===== src/rtl/wfifo_arb_pkg.sv =====
// Shared types and helpers for the write-FIFO port arbiter.
// Latency: none (types, constants and a combinational function).
// Backpressure: n/a.
package wfifo_arb_pkg;

  typedef enum logic {
    IDLE  = 1'b0,
    BURST = 1'b1
  } arb_state_e;

  localparam int CNT_W   = 8;
  localparam int MAX_REQ = 8;

  typedef struct packed {
    logic       found;
    logic [2:0] idx;
  } rr_pick_t;

  // First set bit of valid[0 +: n], searching from ptr upward with wrap.
  // The scan runs from the far end down, so the offset nearest ptr wins.
  function automatic rr_pick_t rr_pick(input logic [MAX_REQ-1:0] valid,
                                       input logic [2:0]         ptr,
                                       input int                 n);
    rr_pick_t r;
    int       idx;
    r = '0;
    for (int k = MAX_REQ - 1; k >= 0; k--) begin
      if (k < n) begin
        idx = (int'(ptr) + k) % n;
        if (valid[idx]) begin
          r.found = 1'b1;
          r.idx   = 3'(idx);
        end
      end
    end
    return r;
  endfunction

endpackage


===== src/rtl/wfifo_wr_arbiter_rr_arbiter_core.sv =====
// Rotating-priority encoder: picks the first valid requester at or after ptr.
// Latency: purely combinational. Backpressure: none, the caller qualifies use.
// Ports: valid (request vector), ptr (search start), idx (winner), found (any valid).
module rr_arbiter_core
  import wfifo_arb_pkg::*;
#(
  parameter  int N_REQ = 4,
  localparam int IW    = $clog2(N_REQ)
) (
  input  logic [N_REQ-1:0] valid,
  input  logic [IW-1:0]    ptr,
  output logic [IW-1:0]    idx,
  output logic             found
);

  logic [MAX_REQ-1:0] valid_pad;
  rr_pick_t           pick;

  always_comb begin
    valid_pad              = '0;
    valid_pad[N_REQ-1:0]   = valid;
    pick                   = rr_pick(valid_pad, 3'(ptr), N_REQ);
  end

  assign idx   = IW'(pick.idx);
  assign found = pick.found;

endmodule


===== src/rtl/wfifo_wr_arbiter.sv =====
// Round-robin, burst-locked arbiter for the single write port of the write-side async FIFO.
// Latency: grant 1 cycle after request from IDLE; beats pass to the FIFO with zero added latency.
// Backpressure: fifo_full drops the owner's req_ready in the same cycle, so no beat is ever dropped.
// Ports: req_valid/req_last/req_data/req_ready per requester; fifo_full/fifo_wdata_vld/fifo_wdata
//        to the FIFO; owner_vld/owner_id grant status; err_timeout/err_id idle-timeout report.
module wfifo_wr_arbiter
  import wfifo_arb_pkg::*;
#(
  parameter  int N_REQ     = 4,
  parameter  int DW        = 32,
  parameter  int MAX_BURST = 8,
  parameter  int TIMEOUT   = 16,
  localparam int IW        = $clog2(N_REQ)
) (
  input  logic                clk,
  input  logic                rst,
  input  logic [N_REQ-1:0]    req_valid,
  input  logic [N_REQ-1:0]    req_last,
  input  logic [N_REQ*DW-1:0] req_data,
  output logic [N_REQ-1:0]    req_ready,
  input  logic                fifo_full,
  output logic                fifo_wdata_vld,
  output logic [DW-1:0]       fifo_wdata,
  output logic                owner_vld,
  output logic [IW-1:0]       owner_id,
  output logic                err_timeout,
  output logic [IW-1:0]       err_id
);

  arb_state_e       state, state_nxt;
  logic [IW-1:0]    owner_nxt, rr_ptr, rr_ptr_nxt, err_id_nxt;
  logic [CNT_W-1:0] beat_cnt, beat_nxt, idle_cnt, idle_nxt;
  logic             err_to_nxt;

  logic             burst, own_valid, own_last, accept;
  logic             rel_last, rel_cap, rel_idle, rel_any;
  logic [IW-1:0]    nxt_ptr, arb_ptr, pick_idx;
  logic [N_REQ-1:0] arb_valid;
  logic             pick_found;

  // Datapath and release detection.
  always_comb begin
    burst     = (state == BURST);
    own_valid = req_valid[owner_id];
    own_last  = req_last[owner_id];
    accept    = burst & own_valid & ~fifo_full;

    req_ready = '0;
    if (burst && !fifo_full) req_ready[owner_id] = 1'b1;

    fifo_wdata_vld = accept;
    fifo_wdata     = burst ? req_data[int'(owner_id)*DW +: DW] : '0;
    owner_vld      = burst;

    rel_last = accept & own_last;
    rel_cap  = accept & (beat_cnt == CNT_W'(MAX_BURST - 1));
    rel_idle = burst & ~own_valid & (idle_cnt == CNT_W'(TIMEOUT - 1));
    rel_any  = rel_last | rel_cap | rel_idle;

    nxt_ptr = (owner_id == IW'(N_REQ - 1)) ? '0 : owner_id + IW'(1);
    arb_ptr = burst ? nxt_ptr : rr_ptr;

    // A releaser that just sent its last beat has nothing further to offer, even
    // though its valid is still high for that beat; a capped owner does compete.
    arb_valid = req_valid;
    if (rel_last) arb_valid[owner_id] = 1'b0;
  end

  rr_arbiter_core #(.N_REQ(N_REQ)) u_rr (
    .valid (arb_valid),
    .ptr   (arb_ptr),
    .idx   (pick_idx),
    .found (pick_found)
  );

  // Next-state, grant and counters.
  always_comb begin
    state_nxt  = state;
    owner_nxt  = owner_id;
    rr_ptr_nxt = rr_ptr;
    beat_nxt   = beat_cnt;
    idle_nxt   = idle_cnt;
    err_to_nxt = 1'b0;
    err_id_nxt = err_id;
    case (state)
      IDLE: begin
        if (pick_found) begin
          state_nxt = BURST;
          owner_nxt = pick_idx;
          beat_nxt  = '0;
          idle_nxt  = '0;
        end
      end
      BURST: begin
        if (rel_any) begin
          rr_ptr_nxt = nxt_ptr;
          beat_nxt   = '0;
          idle_nxt   = '0;
          if (rel_idle) begin
            err_to_nxt = 1'b1;
            err_id_nxt = owner_id;
          end
          if (pick_found) owner_nxt = pick_idx;
          else            state_nxt = IDLE;
        end else begin
          if (accept && beat_cnt != '1) beat_nxt = beat_cnt + CNT_W'(1);
          // A full-stalled owner with data pending is not idle.
          if (own_valid)             idle_nxt = '0;
          else if (idle_cnt != '1)   idle_nxt = idle_cnt + CNT_W'(1);
        end
      end
      default: state_nxt = IDLE;
    endcase
  end

  always_ff @(posedge clk or posedge rst) begin
    if (rst) begin
      state       <= IDLE;
      owner_id    <= '0;
      rr_ptr      <= '0;
      beat_cnt    <= '0;
      idle_cnt    <= '0;
      err_timeout <= 1'b0;
      err_id      <= '0;
    end else begin
      state       <= state_nxt;
      owner_id    <= owner_nxt;
      rr_ptr      <= rr_ptr_nxt;
      beat_cnt    <= beat_nxt;
      idle_cnt    <= idle_nxt;
      err_timeout <= err_to_nxt;
      err_id      <= err_id_nxt;
    end
  end

endmodule


===== config.mk =====
export PLATFORM = sky130hd
export DESIGN_NAME = wfifo_wr_arbiter
export DESIGN_NICKNAME = d
export VERILOG_FILES = /design/src/rtl/wfifo_arb_pkg.sv /design/src/rtl/wfifo_wr_arbiter_rr_arbiter_core.sv /design/src/rtl/wfifo_wr_arbiter.sv
export SDC_FILE = /design/constraint.sdc
export NUM_CORES = 1
export LEC_CHECK = 0
export ABC_AREA = 1
export CAP_MARGIN = 20
export CORE_AREA = 2 2 87 89
export DETAILED_ROUTE_END_ITERATION = 10
export DIE_AREA = 0 0 89 91
export GPL_ROUTABILITY_DRIVEN = 0
export HOLD_SLACK_MARGIN = 0.06
export PLACE_DENSITY = 0.83
export SYNTH_ARGS = -nofsm -noshare
export SYNTH_HDL_FRONTEND = slang
export SYNTH_SLANG_ARGS = --single-unit
export TNS_END_PERCENT = 20

===== constraint.sdc =====
create_clock -name clk -period 6 [get_ports clk]
set_input_delay 1.2 -clock clk [delete_from_list [all_inputs] [get_ports clk]]
set_output_delay 1.2 -clock clk [all_outputs]
set_load 0.05 [all_outputs]

* Word level (Yosys, flattened, before mapping)
Cells that the tools add are included.
** Word-level totals
- Logic and storage cells :: 99
- Output and inout bits :: 43
- Register bits after elaboration :: 24
- Bits of input ports :: 139
** Operators by class
- Eq/ne operators :: 9
- Add/subtract/negate cells :: 6
- Multiplexer cells :: 43
- Magnitude comparators :: 6
- Reduce and logical (&&, ||, !) cells :: 11
- Bitwise operators :: 16
- Shift operators :: 1
** Operators with widths (count)
- indexed part select 128 x 8 -> 32 bit :: 1
- 2-to-1 mux 8 bit :: 6
- 2-to-1 mux 32 bit :: 1
- case mux 8 bit (2 select lines) :: 2
- 2-to-1 mux 4 bit :: 6
- adder 8 x 1 -> 8 bit (second input constant) :: 2
- != test 8 bit (second input constant) :: 2
- < comparator 3 x 5 -> 1 bit (second input constant) :: 3
- 2-to-1 mux 1 bit :: 15
- binary-select mux 1 bit (select 3 bit) :: 3
- == test 8 x 3 -> 1 bit (second input constant) :: 1
- == test 8 x 4 -> 1 bit (second input constant) :: 1
- 2-to-1 mux 2 bit :: 4
- AND 1 bit :: 6
- binary-select mux 1 bit (select 2 bit) :: 3
- AND reduction 2 bit :: 3
- OR reduction 2 bit :: 3
- adder 2 x 1 -> 2 bit (second input constant) :: 2
- adder 2 bit (second input constant) :: 2
- AND 4 bit :: 1
- < comparator 2 x 4 -> 1 bit (second input constant) :: 1
- != test 2 x 1 -> 1 bit (second input constant) :: 2
- != test 4 x 1 -> 1 bit (second input constant) :: 1
- NOT 4 bit :: 1
- 13 further kinds :: 20

* Longest topological paths before layout
- Depth in word-level cells :: 17
- Depth in mapped cells :: 17
- Depth with buffers taken out :: 16

* By module
A second synthesis with hierarchy kept.
** Second synthesis, totals
- Cell total of the unflattened synthesis :: 512
- Area total of the unflattened synthesis :: 2935.3 um^2
** Modules (own cells, without submodules)
- wfifo_wr_arbiter :: cells each 470, times used 1, sequential area each 600.6 um^2, area an instance 2742.6 um^2
- rr_arbiter_core :: cells each 42, times used 1, sequential area each 0.0 um^2, area an instance 192.7 um^2

* Worst setup path after synthesis
Ideal clock, no wire load.
- Path kind :: register to output
- Start point :: register owner_id[0]
- End point :: output port fifo_wdata[24]
- Required time :: 4800 ps
- Path slack :: 2290 ps
- Cell stages (with the launch flop) :: 8
- Buffers on the path :: 3
- Arrival time :: 2510 ps
- Cells stage by stage :: dfrtp_1 > buf_2 > clkbuf_1 > buf_1 > nor2_1 > nor2_1 > o21ai_0 > a21oi_1
** On the way
- Longest elaborated chain between the ends :: 2
** Ends and longest elaborated chain
- start: declaration :: line wfifo_wr_arbiter.sv:25 : output logic [IW-1:0] owner_id,
- start signal: assignment :: line wfifo_wr_arbiter.sv:127 : owner_id <= owner_nxt;
- indexed part select 128 x 8 -> 32 bit :: line wfifo_wr_arbiter.sv:52 : fifo_wdata = burst ? req_data[int'(owner_id)*DW +: DW] : '0;
- 2-to-1 mux 32 bit :: line wfifo_wr_arbiter.sv:52
- end: declaration :: line wfifo_wr_arbiter.sv:23 : output logic [DW-1:0] fifo_wdata,
Every way passes these cells.

* Worst setup path after layout
- Start point :: input port req_valid[0]
- End point :: output port fifo_wdata_vld
** On the way
- Longest elaborated chain between the ends :: 4
** Ends and longest elaborated chain
- start: declaration :: line wfifo_wr_arbiter.sv:17 : input logic [N_REQ-1:0] req_valid,
- binary-select mux 1 bit (select 2 bit) :: line wfifo_wr_arbiter.sv:44 : own_valid = req_valid[owner_id];
- 2-to-1 mux 1 bit (implied by the code) :: line wfifo_wr_arbiter.sv:44
- AND 1 bit (2 in a row) :: line wfifo_wr_arbiter.sv:46 : accept = burst & own_valid & ~fifo_full;
- end: declaration :: line wfifo_wr_arbiter.sv:22 : output logic fifo_wdata_vld,
Every way passes these cells. The select of a mux whose other input is x is not followed.

==> out/results.ini <==
[sta]
setup_ws_ns = 1.76
worst_pin_slew_ns = 0.775
min_period_ns = 4.24
layout_worst_path_cycle_share_pct = 70.7
slew_violations = 0
worst_hold_slack_ns = 0.496
clock.fmax_mhz = 236
fin_setup_tns_ns = 0
final_hold_fails = 0
finalClockSkew_ns = 0.00580
setup_viol_count_final = 0
slew_headroom_pct = 48.3
rsz0062_at_grt = false

[floorplan]
ioPinCount = 182
floorplan.initialDensity_pct = 37.8
placeableCoreArea_um2 = 7140
placementRows = 31
die-area_um2 = 8100
die-height_um = 91
fp.dieW_um = 89

[global_routing]
initial_antenna_violation_count = 0
first_global_vias = 3473
gr-total-overflow = 0
gr-usage-all-layers_pct = 25.9
wire_length_of_the_first_global_routing_pass_mm = 16.9
grt_start_max_net_pins = 72

[placed_design]
port_buffers = 181
hpwl_mm = 8.22
dp_cells = 734
placed_cell_area_um2 = 4530
place_worst_setup_slack_ns = 1.80

[power_and_ir_drop]
power.density_nw_per_um2 = 518
internal_power_mw = 0.952
power.share.sequential_pct = 10.3
netSwitchingFraction_pct = 60.4
comb_power_share_pct = 83.5
vdd_drop_max_uv = 326
p_switching_mw = 1.45
power.static_leakage_nw = 2.01
pwr-share-clk_pct = 6.2

[synthesis]
synth_edf_count = 0
postSynthNetCount = 624
yosys_warnings = 0
primary_flip_flop_cell_chosen_by_synthesis_mapping = sky130_fd_sc_hd__dfrtp_1
synthDistinctLibCells = 32
synthesis.area_per_instance_um2 = 5.63
synth.ff_latch_count = 24
share_of_the_yosys_chip_area_belonging_to_registers_pct = 22.3
synthesis.area_um2 = 2700
synthesis.instances = 479
synth_async_sr_flop_share_pct = 100

[min_path]
hold_path_class = reg2reg
timing.hold.worst.start = err_id[0]
whs_path_depth = 2
worst_hold_path.endpoint = err_id[0]

[worst_setup_path]
worst_setup_path_start_kind = primary input
crit_buf_inv = 2
arrival_ns = 3.04
critical_path_class = in2out
cp_common_cell = sky130_fd_sc_hd__clkdlybuf4s50_1
critical_path.max_fanout = 7
worst_r2r_startpoint = owner_id[0]
terminus_of_the_critical_flop_to_flop_path = idle_cnt[0]
path_delay_family = buffers and inverters
cpPeakStageDelay_ns = 0.81
cp.required_ns = 4.80
critPathSlowestCell = sky130_fd_sc_hd__clkdlybuf4s50_1
worst_r2r_path_depth = 13
cp-end-kind = output port
ff2ff_setup_slack_ns = 2.96
crit_path_cell_trace = clkdlybuf4s50_1 -> nand2_1 -> nand3_1 -> nand2_2 -> nor2_8 -> clkdlybuf4s50_1

[clocking]
clk_latency_ns = 0.27
cts_post_setup_buffers_inserted = 0
tritoncts_num_sinks = 24
postCtsHoldBufs = 0
root_buf_cell = sky130_fd_sc_hd__clkbuf_8
tritoncts = built
cts.path.max_buffers = 2
cts-buffers-inserted = 3
cts-htree-levels = 1
cts-resized-gates = 0
clk_pin_slew_ns = 0.10

[drt]
drt_drc_violations_left = 0
drt_pre_antenna_iters = 5
iter_0_drt_violations = 192
routed-via-count = 3720
drt-vias-per-instance = 5.03
totalWireLength_mm = 10.9
drtAntennaViolNets = 0
routed_wire_length_per_instance_um = 14.7

[cells_and_area]
layoutNonFillerInstCount = 739
multiInputGateArea_um2 = 1870
nNetsFinal = 786
drive_above_1_share_pct = 4.53
final-seq-area_um2 = 602
n_antenna_cell = 0
area_growth_pct = 71.8
fillerInstances = 663
final_area_um2 = 4630

[status]
status = finished clean

[run]
maxCapViolations = 0

[per-layer routing]
layer	global-route usage [%]	vias up	share of wire (%)
met5	0	-	0
met4	8.33	0	3.9
met3	5.00	32	7.6
met2	44.8	158	49
met1	31.7	1660	39
li1	-	1870	-
[Yosys cell counts, types with 2 or more instances]
cell / n / area, µm²
sky130_fd_sc_hd__clkbuf_1: 16 / 60.1
sky130_fd_sc_hd__buf_1: 7 / 26.3
sky130_fd_sc_hd__dfrtp_1: 24 / 601
sky130_fd_sc_hd__ha_1: 6 / 75.1
sky130_fd_sc_hd__nor3_1: 2 / 10.0
sky130_fd_sc_hd__nand2_4: 2 / 22.5
sky130_fd_sc_hd__a21oi_1: 33 / 165
sky130_fd_sc_hd__nand4_1: 2 / 12.5
sky130_fd_sc_hd__inv_1: 21 / 78.8
sky130_fd_sc_hd__nand3_1: 29 / 145
sky130_fd_sc_hd__nand2_1: 68 / 255
sky130_fd_sc_hd__or2_2: 4 / 25.0
sky130_fd_sc_hd__nor2_1: 153 / 574
sky130_fd_sc_hd__xor2_1: 8 / 70.1
sky130_fd_sc_hd__nand2_2: 2 / 12.5
sky130_fd_sc_hd__o21ai_2: 2 / 17.5
sky130_fd_sc_hd__buf_2: 2 / 10.0
sky130_fd_sc_hd__o21ai_1: 9 / 45.0
sky130_fd_sc_hd__a31oi_1: 2 / 12.5
sky130_fd_sc_hd__inv_2: 6 / 22.5
sky130_fd_sc_hd__o21ai_0: 70 / 350
[layout make-up]
| class | count | share of cell area, % |
|---|---|---|
| multi-input cells | 400 | 40.4 |
| repair buffers | 184 | 40.0 |
| flip-flops and latches | 24 | 13.0 |
| well taps | 99 | 2.67 |
| inverters | 28 | 2.32 |
| clock buffers | 3 | 0.892 |
| clock inverters | 1 | 0.648 |
[kinds of logic (layout without fill, tap and decap cells)]
logic type	Yosys count	count (layout)	synth area share, %
AND/OR/NAND/NOR	269	269	41.8
AO/OA/AOI/OAI	116	116	21.9
buffers and inverters	55	216	8.26
flip-flops	24	24	22.3
XOR/XNOR	9	9	2.92
adder cells (fa/ha/maj)	6	6	2.79
[cells in the final DEF (no fill, tap or decap), drive strengths merged]
cell           netlist  routed
a21oi               33      33
a31oi                2       2
and3b                1       1
buf                 11       3
bufinv               0       1
clkbuf              16       3
clkdlybuf4s50        0     181
dfrtp               24      24
ha                   6       6
inv                 28      28
nand2               72      72
nand3               29      29
nand3b               1       1
nand4                3       3
nor2               155     155
nor3                 2       2
nor4                 1       1
o21ai               81      81
or2                  5       5
xnor2                1       1
xor2                 8       8
[stage by stage]
stage,power [mW],utilization [%]
2_1_floorplan,1.64,-
3_3_place_gp,2.21,63.5
3_5_place_dp,2.24,63.5
4_1_cts,2.40,64.5
5_1_grt,2.59,64.9
6_report,2.40,64.9
[sequential cells by signal, summed over array words and instances (netlist names)]
signal,count
beat_cnt,8
err_id,2
err_timeout,1
idle_cnt,8
owner_id,2
owner_vld,1
rr_ptr,2
[worst register-to-register path, cell delays in order (launching register included)]
cell and delay [ns]:
sky130_fd_sc_hd__dfrtp_2 0.80, sky130_fd_sc_hd__buf_4 0.48, sky130_fd_sc_hd__o21ai_0 0.17, sky130_fd_sc_hd__o21ai_1 0.39, sky130_fd_sc_hd__nand3_1 0.21, sky130_fd_sc_hd__nand2_1 0.10, sky130_fd_sc_hd__o21ai_1 0.11, sky130_fd_sc_hd__nor2_1 0.12
sky130_fd_sc_hd__nand2_1 0.08, sky130_fd_sc_hd__inv_2 0.08, sky130_fd_sc_hd__nand2_4 0.08, sky130_fd_sc_hd__nand2_4 0.18, sky130_fd_sc_hd__nand2_1 0.06, sky130_fd_sc_hd__o21ai_1 0.09
[power groups by stage]
stage	Clock (mW)	Sequential (mW)	Combinational [mW]
3_5_place_dp	0	0.251	1.99
3_3_place_gp	0	0.250	1.96
4_1_cts	0.149	0.249	2.00
5_1_grt	0.159	0.257	2.17
6_report	0.148	0.248	2.00
2_1_floorplan	0	0.242	1.40
[worst max path at each step]
stage	startpoint	to	slack [ns]	cells past startpoint
CTS	req_valid[0]	fifo_wdata_vld	1.78	6
floorplan	owner_id[0]	fifo_wdata[24]	2.29	7
global route	req_data[86]	fifo_wdata[22]	1.68	6
finish	req_valid[0]	fifo_wdata_vld	1.76	6
global placement	req_valid[1]	fifo_wdata_vld	1.83	6
detailed placement	req_valid[1]	fifo_wdata_vld	1.80	6
No activity file was read; power rests on OpenSTA's default activity.
